--- src/rtl/riscv_pkg.sv ---
// Shared RV32 control-flow decode types: opcodes, branch funct3 codes, E-stage record.
// Pure declarations; no timing or flow control of its own.
package riscv_pkg;

  localparam logic [6:0] OP_BRANCH = 7'b1100011;
  localparam logic [6:0] OP_JAL    = 7'b1101111;
  localparam logic [6:0] OP_JALR   = 7'b1100111;

  typedef enum logic [2:0] {
    BEQ  = 3'b000,
    BNE  = 3'b001,
    BLT  = 3'b100,
    BGE  = 3'b101,
    BLTU = 3'b110,
    BGEU = 3'b111
  } br_funct3_e;

  typedef enum logic [1:0] {
    CLS_NONE   = 2'd0,
    CLS_BRANCH = 2'd1,
    CLS_JAL    = 2'd2,
    CLS_JALR   = 2'd3
  } cf_class_e;

  typedef struct packed {
    logic        valid;
    logic [31:0] pc;
    logic [31:0] pcplus4;
    logic [31:0] rd1;
    logic [31:0] rd2;
    logic [31:0] imm;
    cf_class_e   op;
    logic [2:0]  funct3;
    logic [4:0]  rs1;
    logic [4:0]  rs2;
    logic [4:0]  rd;
  } idex_t;

endpackage

--- src/rtl/branch_cmp.sv ---
// Branch condition evaluator; purely combinational, no state, no flow control.
// Unused funct3 codes (010/011) evaluate to not-taken.
module branch_cmp
  import riscv_pkg::*;
(
  input  logic [31:0] SrcA,
  input  logic [31:0] SrcB,
  input  logic [2:0]  Funct3,
  output logic        cond
);

  logic eq;
  logic lt_s;
  logic lt_u;

  assign eq   = (SrcA == SrcB);
  assign lt_s = ($signed(SrcA) < $signed(SrcB));
  assign lt_u = (SrcA < SrcB);

  always_comb begin
    cond = 1'b0;
    case (Funct3)
      BEQ:     cond = eq;
      BNE:     cond = ~eq;
      BLT:     cond = lt_s;
      BGE:     cond = ~lt_s;
      BLTU:    cond = lt_u;
      BGEU:    cond = ~lt_u;
      default: cond = 1'b0;
    endcase
  end

endmodule

--- src/rtl/branch_resolve.sv ---
// Execute-stage branch/JAL/JALR resolver with ID/EX register; outputs one cycle after D sampling.
// No backpressure: FlushE or its own redirect loads a bubble, otherwise E captures D every cycle.
module branch_resolve
  import riscv_pkg::*;
#(
  parameter int XLEN = 32
) (
  input  logic            clk,
  input  logic            reset,
  input  logic [31:0]     InstrD,
  input  logic [XLEN-1:0] PCD,
  input  logic [XLEN-1:0] PCPlus4D,
  input  logic            ValidD,
  input  logic [XLEN-1:0] RD1D,
  input  logic [XLEN-1:0] RD2D,
  input  logic            FlushE,
  input  logic [1:0]      ForwardAE,
  input  logic [1:0]      ForwardBE,
  input  logic [XLEN-1:0] ResultW,
  input  logic [XLEN-1:0] ALUResultM,
  output logic            PCSrcE,
  output logic [XLEN-1:0] PCTargetE,
  output logic            FlushD,
  output logic [XLEN-1:0] PCPlus4E,
  output logic            LinkE,
  output logic [4:0]      Rs1E,
  output logic [4:0]      Rs2E,
  output logic [4:0]      RdE,
  output logic            MisalignE
);

  idex_t       d_nxt;
  idex_t       e_q;
  logic [31:0] src_a;
  logic [31:0] src_b;
  logic        cond;
  logic        taken;
  logic [31:0] pc_sum;
  logic [31:0] reg_sum;

  // D-side decode: classify and extract the sign-extended immediate for that class
  always_comb begin
    d_nxt         = '0;
    d_nxt.valid   = ValidD;
    d_nxt.pc      = PCD;
    d_nxt.pcplus4 = PCPlus4D;
    d_nxt.rd1     = RD1D;
    d_nxt.rd2     = RD2D;
    d_nxt.funct3  = InstrD[14:12];
    d_nxt.rs1     = InstrD[19:15];
    d_nxt.rs2     = InstrD[24:20];
    d_nxt.rd      = InstrD[11:7];
    d_nxt.op      = CLS_NONE;
    d_nxt.imm     = '0;
    case (InstrD[6:0])
      OP_BRANCH: begin
        d_nxt.op  = CLS_BRANCH;
        d_nxt.imm = {{20{InstrD[31]}}, InstrD[7], InstrD[30:25], InstrD[11:8], 1'b0};
      end
      OP_JAL: begin
        d_nxt.op  = CLS_JAL;
        d_nxt.imm = {{12{InstrD[31]}}, InstrD[19:12], InstrD[20], InstrD[30:21], 1'b0};
      end
      OP_JALR: begin
        d_nxt.op  = CLS_JALR;
        d_nxt.imm = {{20{InstrD[31]}}, InstrD[31:20]};
      end
      default: begin
        d_nxt.op  = CLS_NONE;
        d_nxt.imm = '0;
      end
    endcase
  end

  // The cycle after a redirect the D entry is wrong-path, so it is dropped like a flush
  always_ff @(posedge clk) begin
    if (!reset) begin
      e_q <= '0;
    end else if (FlushE || PCSrcE) begin
      e_q <= '0;
    end else begin
      e_q <= d_nxt;
    end
  end

  always_comb begin
    src_a = e_q.rd1;
    case (ForwardAE)
      2'b01:   src_a = ResultW;
      2'b10:   src_a = ALUResultM;
      default: src_a = e_q.rd1;
    endcase
  end

  always_comb begin
    src_b = e_q.rd2;
    case (ForwardBE)
      2'b01:   src_b = ResultW;
      2'b10:   src_b = ALUResultM;
      default: src_b = e_q.rd2;
    endcase
  end

  branch_cmp u_cmp (
    .SrcA   (src_a),
    .SrcB   (src_b),
    .Funct3 (e_q.funct3),
    .cond   (cond)
  );

  assign pc_sum  = e_q.pc + e_q.imm;
  assign reg_sum = src_a + e_q.imm;

  always_comb begin
    taken     = 1'b0;
    PCTargetE = '0;
    if (e_q.valid) begin
      case (e_q.op)
        CLS_BRANCH: begin
          taken     = cond;
          PCTargetE = pc_sum;
        end
        CLS_JAL: begin
          taken     = 1'b1;
          PCTargetE = pc_sum;
        end
        CLS_JALR: begin
          taken     = 1'b1;
          PCTargetE = {reg_sum[31:1], 1'b0};
        end
        default: begin
          taken     = 1'b0;
          PCTargetE = '0;
        end
      endcase
    end
  end

  assign PCSrcE    = taken;
  assign FlushD    = taken;
  assign MisalignE = taken & PCTargetE[1];
  assign LinkE     = e_q.valid & ((e_q.op == CLS_JAL) | (e_q.op == CLS_JALR));
  assign PCPlus4E  = e_q.valid ? e_q.pcplus4 : '0;
  assign Rs1E      = e_q.rs1;
  assign Rs2E      = e_q.rs2;
  assign RdE       = e_q.rd;

endmodule

--- config.mk ---
export PLATFORM = sky130hd
export DESIGN_NAME = branch_resolve
export DESIGN_NICKNAME = d
export VERILOG_FILES = /design/src/rtl/riscv_pkg.sv /design/src/rtl/branch_cmp.sv /design/src/rtl/branch_resolve.sv
export SDC_FILE = /design/constraint.sdc
export NUM_CORES = 1
export LEC_CHECK = 0
export ABC_AREA = 1
export BUFFER_PORTS_ARGS = -buffer_cell sky130_fd_sc_hd__buf_2
export CELL_PAD_IN_SITES_DETAIL_PLACEMENT = 2
export CELL_PAD_IN_SITES_GLOBAL_PLACEMENT = 2
export CORE_AREA = 2 2 238 181
export CTS_CLUSTER_SIZE = 40
export DETAILED_ROUTE_END_ITERATION = 6
export DIE_AREA = 0 0 240 183
export PLACE_DENSITY_LB_ADDON = 0.1
export SETUP_SLACK_MARGIN = 0.1
export SLEW_MARGIN = 20
export SYNTH_ARGS = -nofsm -noshare
export SYNTH_HDL_FRONTEND = slang
export SYNTH_SLANG_ARGS = --single-unit
--- constraint.sdc ---
create_clock -name clk -period 5.3 [get_ports clk]
set_input_delay 1.06 -clock clk [delete_from_list [all_inputs] [get_ports clk]]
set_output_delay 1.06 -clock clk [all_outputs]
set_load 0.01 [all_outputs]
# After elaboration in Yosys (flattened, before gate mapping)
# Index checks and enable logic that the tools add are counted.
totals:
  register_bits: 181
  inputBits: 232
  output_inout_bits: 83
  word_cells: 52
op_classes:
  addsub: 2
  n_lt_le_gt_ge: 2
  eq_ne: 16
  n_mux: 9
  n_bitwise: 7
  reduce_logical: 5
op_table:
  columns: ["cell", "count"]
  rows:
  - ["$pmux W32 S2", 3]
  - ["$pmux W34 S3", 1]
  - ["$add A32 B32 Y32", 2]
  - ["$lt A32 B32 Y1", 2]
  - ["$mux W32", 2]
  - ["$eq A32 B32 Y1", 1]
  - ["$eq A7 B7 Y1 const B", 3]
  - ["$eq A3 B3 Y1 const B", 4]
  - ["$eq A2 B2 Y1 const B", 4]
  - ["$eq A2 B1 Y1 const B", 3]
  - ["$pmux W1 S6", 1]
  - ["$reduce_or A2 Y1", 3]
  - ["$not A1 Y1", 4]
  - ["$eq A3 B1 Y1 const B", 1]
  - ["$logic_not A3 Y1", 1]
  - ["$and A1 B1 Y1", 2]
  - ["$pmux W1 S2", 1]
  - ["$logic_or A1 B1 Y1", 1]
  - ["$mux W1", 1]
  - ["$or A1 B1 Y1", 1]

# Longest topological paths before layout
depth:
  depth_word: 9
  depth_mapped: 29
  ltp_nobuf: 26

# Cells and area by module
# Synthesis repeated with hierarchy kept, for this count alone.
hier_totals:
  hier_cells: 1849
  hier_area_um2: 11992.8
modules_own_cells:
  columns: ["mod", "instances", "cells_each", "area_per_inst_um2", "seq_area_each_um2"]
  rows:
  - ["branch_resolve", 1, 1680, 11005.6, 3403.3]
  - ["branch_cmp", 1, 169, 987.2, 0.0]

# Worst setup path before layout
# Ideal clock, no wire load.
synth_path:
  path_kind: "input -> output"
  from: "input ForwardAE[0]"
  to: "output PCTargetE[30]"
  arrival_ps: 3735
  required_time_ps: 4240
  setup_slack_ps: 505
  path_stages: 19
  n_path_buf: 1
  cell_sequence: "inv_1 -> ha_1 -> clkbuf_1 -> a221o_1 -> o21ai_0 -> inv_1 -> ha_1 -> nand2_1 -> nand2_1 -> o21ai_0 -> o21ai_0 -> nand3_1 -> a21oi_1 -> nand2_1 -> nand2_1 -> nand3_1 -> nand3b_1 -> nand3_1 -> a21oi_1"
synth_via:
  elab_chain_len: 5
  elab_cells_between_ends: 6
  classes_between: "1 x add/sub; 2 x eq/ne; 3 x mux"
synth_rtl:
  columns: ["item", "line_no", "text"]
  rows:
  - ["start, declared", "branch_resolve.sv:17", "input logic [1:0] ForwardAE,"]
  - ["$eq A2 B2 Y1 or $eq A2 B1 Y1 (tied branches)", "branch_resolve.sv:88", "case (ForwardAE)"]
  - ["$pmux W32 S2 *", "branch_resolve.sv:88", null]
  - ["$add A32 B32 Y32 *", "branch_resolve.sv:112", "assign reg_sum = src_a + e_q.imm;"]
  - ["$pmux W32 S2 *", "branch_resolve.sv:118", "case (e_q.op)"]
  - ["$mux W32 *", "branch_resolve.sv:117", "if (e_q.valid) begin"]
  - ["end, declared", "branch_resolve.sv:22", "output logic [XLEN-1:0] PCTargetE,"]
# Every way passes the cells marked *; elsewhere a longest branch is shown, timed or not.

# Worst setup path after layout
layout_path:
  from: "input ForwardAE[0]"
  to: "output PCTargetE[25]"
# Same word-level chain as after synthesis.

==> summary.md <==
| Metric | Value |
|---|---|
| Status | finished, final reports clean |
| Setup crit start kind | primary input |
| Ys Warns | 0 |
| Worst Path Required | between 4 and 5 ns |
| Post-synthesis cell count | 1711 |
| Hold_buf cts | 0 |
| RePlAce Congestion | roughly 0.86 |
| Worst Setup SP | ForwardAE[0] |
| Slew headroom | around 52% |
| Top FF cell, synth | dfxtp_1 |
| Core ar. | between 40000 and 50000 um^2 |
| Die area | roughly 44000 um^2 |
| Crit Path Max Fanout | 17 |
| Static Leakage | 0.00849 uW |
| Sequential share of the synthesized area | around 28% |
| Register clock-pin slew on the reported worst setup and hold paths | ~0.080 ns |
| Vias | roughly 13000 |
| Final Cycle Share | a little over nine tenths |
| Count leader, synth | inv_1 |
| Area leader, netlist | dfxtp_1 |
| Clock tree sinks | between 150 and 200 |
| Total of max-cap violations | 0 |
| Max VDD drop | 0.250 mV |
| PwrDens | ~220 nW/um^2 |
| Switching pwr | between 1000 and 1500 uW |
| Switching Share | roughly 33% |
| CTS root buf | clkbuf_16 |
| Gr usage total | approximately a quarter |
| FFs w/ async S/R, synth | 0% |
| Vias in the first global route | 14200 |
| Initial Utilization | 29.6% |
| Final setup fails | 0 |
| Synth Cell Area | about 12000 um^2 |
| Tmin final | ~5 ns |
| I/O pin cnt | about 320 |
| Die Width | approximately 240 um |
| FF-to-FF Start | e_q[85] |
| Layout cells sized above 1 | 34.5% |
| Worst R2R Path Depth | 25 |
| Placed insts | around 2600 |
| Crit. End Element | output port |
| Wirelength per Cell | between 15 and 20 um |
| Final ANT Viol Nets | 0 |
| Remaining DRCs | 0 |
| First-pass GRT wire length | roughly 79000 um |
| Placement Cell Area | between 15000 and 20000 um^2 |
| Initial antenna violation count | 4 |
| Final hold violation count | 0 |
| FILL cells | approximately 5000 |
| Crit path capture | PCTargetE[25] |
| Global route total overflow | 0 |
| Sequential power share | a little over a third |
| HPWL Detailed | 42200 um |
| Final #Nets | approximately 2500 |
| Non-filler cells, final | about 2700 |
| Wirelength, routed | around 53000 um |
| Finished Core Util | about two fifths |
| Largest net degree at the start of global routing | between 50 and 60 |
| List of most frequent post-synthesis cells | 338 x inv_1, 245 x nand2_1, 170 x dfxtp_1 |
| Clock share of power | about 37% |
| Setup Skew | approximately 0.018 ns |
| Actual slew at the worst max-slew pin | 0.712 ns |
| Mean Syn Cell Area | roughly 7 um^2 |
| EDFF count, synth | 0 |
| Initial DRT Pass Iterations | 5 |
| Reg2Reg Setup Slack | between 2 and 2.5 ns |
| Hold WC Path Type | primary input to flip-flop |
| DRT iter0 DRCs | 501 |
| Flop and latch count out of synthesis | 170 |
| Layout area overhead | 35.2% |
| RSZ-0062 raised after global routing | yes |
| Final Max Tran Viols | 0 |
| R2R Path End | e_q[170] |
| Die height | approximately 180 um |
| Syn Nets | slightly above 2000 |
| CTS H-tree lvls | 4 |
| # rows | 65 |
| Cts bufs inserted | 17 |
| CTS tree | yes |
| Unique cell type count in the Yosys netlist | 47 |
| Pint | between 2000 and 2500 uW |
| Vias/cell | a little under 5 |
| Setup TNS | 0 ns |
| Critical path class | primary input to output port |
| Hold path cells | 3 |
| CTS max path bufs | 2 |
| Clk Latency, worst-skew pair | 0.48 ns |
| Gate power share | a little over a quarter |
| Max Freq | slightly below 200 MHz |
| Antenna cell count | 0 |
| Port Buffers | between 300 and 400 |
| Final instance area | ~17000 um^2 |
| Top cell type's share of synthesized area | between 20% and 30% |
| Worst EP arrival | approximately 4.1 ns |
| Top cells by area, synth | dfxtp_1 28%, inv_1 10%, ha_1 10%, nor2_4 9.1%, nand2_1 7.5% |
stage by stage:
| step | worst slack, ns | total power (uW) | hold WS, ns |
|---|---|---|---|
| 3_5_place_dp | -0.155 | 2230 | 1.13 |
| 6_report | 0.182 | 3690 | 0.780 |
| 2_1_floorplan | 0.505 | 1860 | 0.819 |
| 4_1_cts | 0.0902 | 3630 | 0.763 |
| 5_1_grt | 0.0401 | 3890 | 0.774 |
| 3_3_place_gp | -0.00239 | 2190 | 1.08 |
how the worst min path moves through the flow:
stage	from	end	slack, ns
6_report	PCD[10]	e_q[158]	0.78
5_1_grt	PCD[10]	e_q[158]	0.77
4_1_cts	PCD[10]	e_q[158]	0.76
3_5_place_dp	e_q[18]	Rs2E[0]	1.13
3_3_place_gp	e_q[18]	Rs2E[0]	1.08
2_1_floorplan	e_q[18]	Rs2E[0]	0.82
repair_timing:
action,in CTS,in global routing
pin swaps,7,40
gates cloned,0,1
resized for setup,53,145
setup buffers,6,15
endpoints found under the setup margin,24,25
critical path: stages:
cell and delay (ns):
buf_4 0.13, inv_2 0.06, ha_4 0.22, buf_12 0.15
a221o_1 0.28, o21ai_2 0.07, inv_2 0.07, ha_4 0.26
nand2_1 0.06, nand2_1 0.05, inv_2 0.05, o21a_1 0.15
nand2_2 0.09, buf_4 0.15, nand3b_1 0.09, o211ai_1 0.10
buf_4 0.18, a21o_1 0.20, or2_2 0.28, nand2_2 0.11
a21oi_1 0.07, buf_2 0.16
final cells by class:
class	instances	area [um^2]	share of cell area [%]
flip-flops and latches	170	3400	20.4
multi-input cells	1129	7800	46.7
clock inverters	15	179	1.07
repair buffers	460	2870	17.2
clock buffers	17	425	2.55
well taps	569	712	4.27
inverters	342	1290	7.75
cell usage in the layout (no fill, tap or decap), types with 3 or more instances in the layout:
cell type / netlist / routed
a21oi_2: 0 / 27
o221ai_1: 4 / 4
inv_1: 338 / 330
a221o_1: 60 / 60
buf_2: 4 / 312
o21bai_1: 4 / 4
o21ai_0: 140 / 99
a21oi_1: 147 / 119
nor3_1: 11 / 9
nand3_1: 51 / 45
a21o_1: 18 / 18
buf_6: 3 / 4
o21ai_1: 6 / 36
or2_2: 14 / 14
a221oi_1: 4 / 3
clkinvlp_4: 0 / 3
buf_4: 16 / 129
ha_1: 101 / 75
o21a_1: 7 / 7
inv_6: 0 / 4
nor4_1: 5 / 4
nand2_4: 1 / 4
inv_2: 2 / 7
clkbuf_16: 0 / 18
inv_8: 0 / 3
nand4_1: 14 / 14
nand2_2: 1 / 18
o21ai_2: 1 / 11
nor2_4: 100 / 102
nand3b_1: 8 / 8
ha_4: 0 / 24
nand2_1: 245 / 224
nor2_1: 151 / 136
nand3_2: 0 / 6
o22ai_1: 4 / 4
buf_12: 11 / 12
a31oi_1: 13 / 11
dfxtp_1: 170 / 170
nor2_2: 1 / 14
power by group through the flow:
| stage | clock network [uW] | registers [uW] | logic, uW |
|---|---|---|---|
| 6_report | 1360 | 1340 | 988 |
| 2_1_floorplan | 0 | 1360 | 504 |
| 4_1_cts | 1400 | 1340 | 891 |
| 5_1_grt | 1450 | 1340 | 1090 |
| 3_3_place_gp | 0 | 1370 | 822 |
| 3_5_place_dp | 0 | 1370 | 858 |
layer usage:
metal | global-route usage [%] | vias up | routed length, um
met3 | 4.32 | 64 | 1950
li1 | - | 6377 | -
met2 | 40.2 | 241 | 25500
met4 | 6.09 | 8 | 1110
met1 | 30.3 | 6368 | 23900
met5 | 0 | - | 55
sequential cells by signal, summed over array words and instances, names as in the netlist:
name and cells:
RdE 5, Rs2E 5, e_q 155, Rs1E 5
cells by family after synthesis:
| logic type | count (synthesis) | synth area share [%] |
|---|---|---|
| simple gates | 604 | 26.2 |
| buf+inv | 412 | 14.7 |
| fa+ha+maj | 103 | 10.6 |
| xor+xnor | 3 | 0.213 |
| compound gates | 419 | 20.8 |
| flops | 170 | 27.6 |
(Power assumes the default switching activity.)
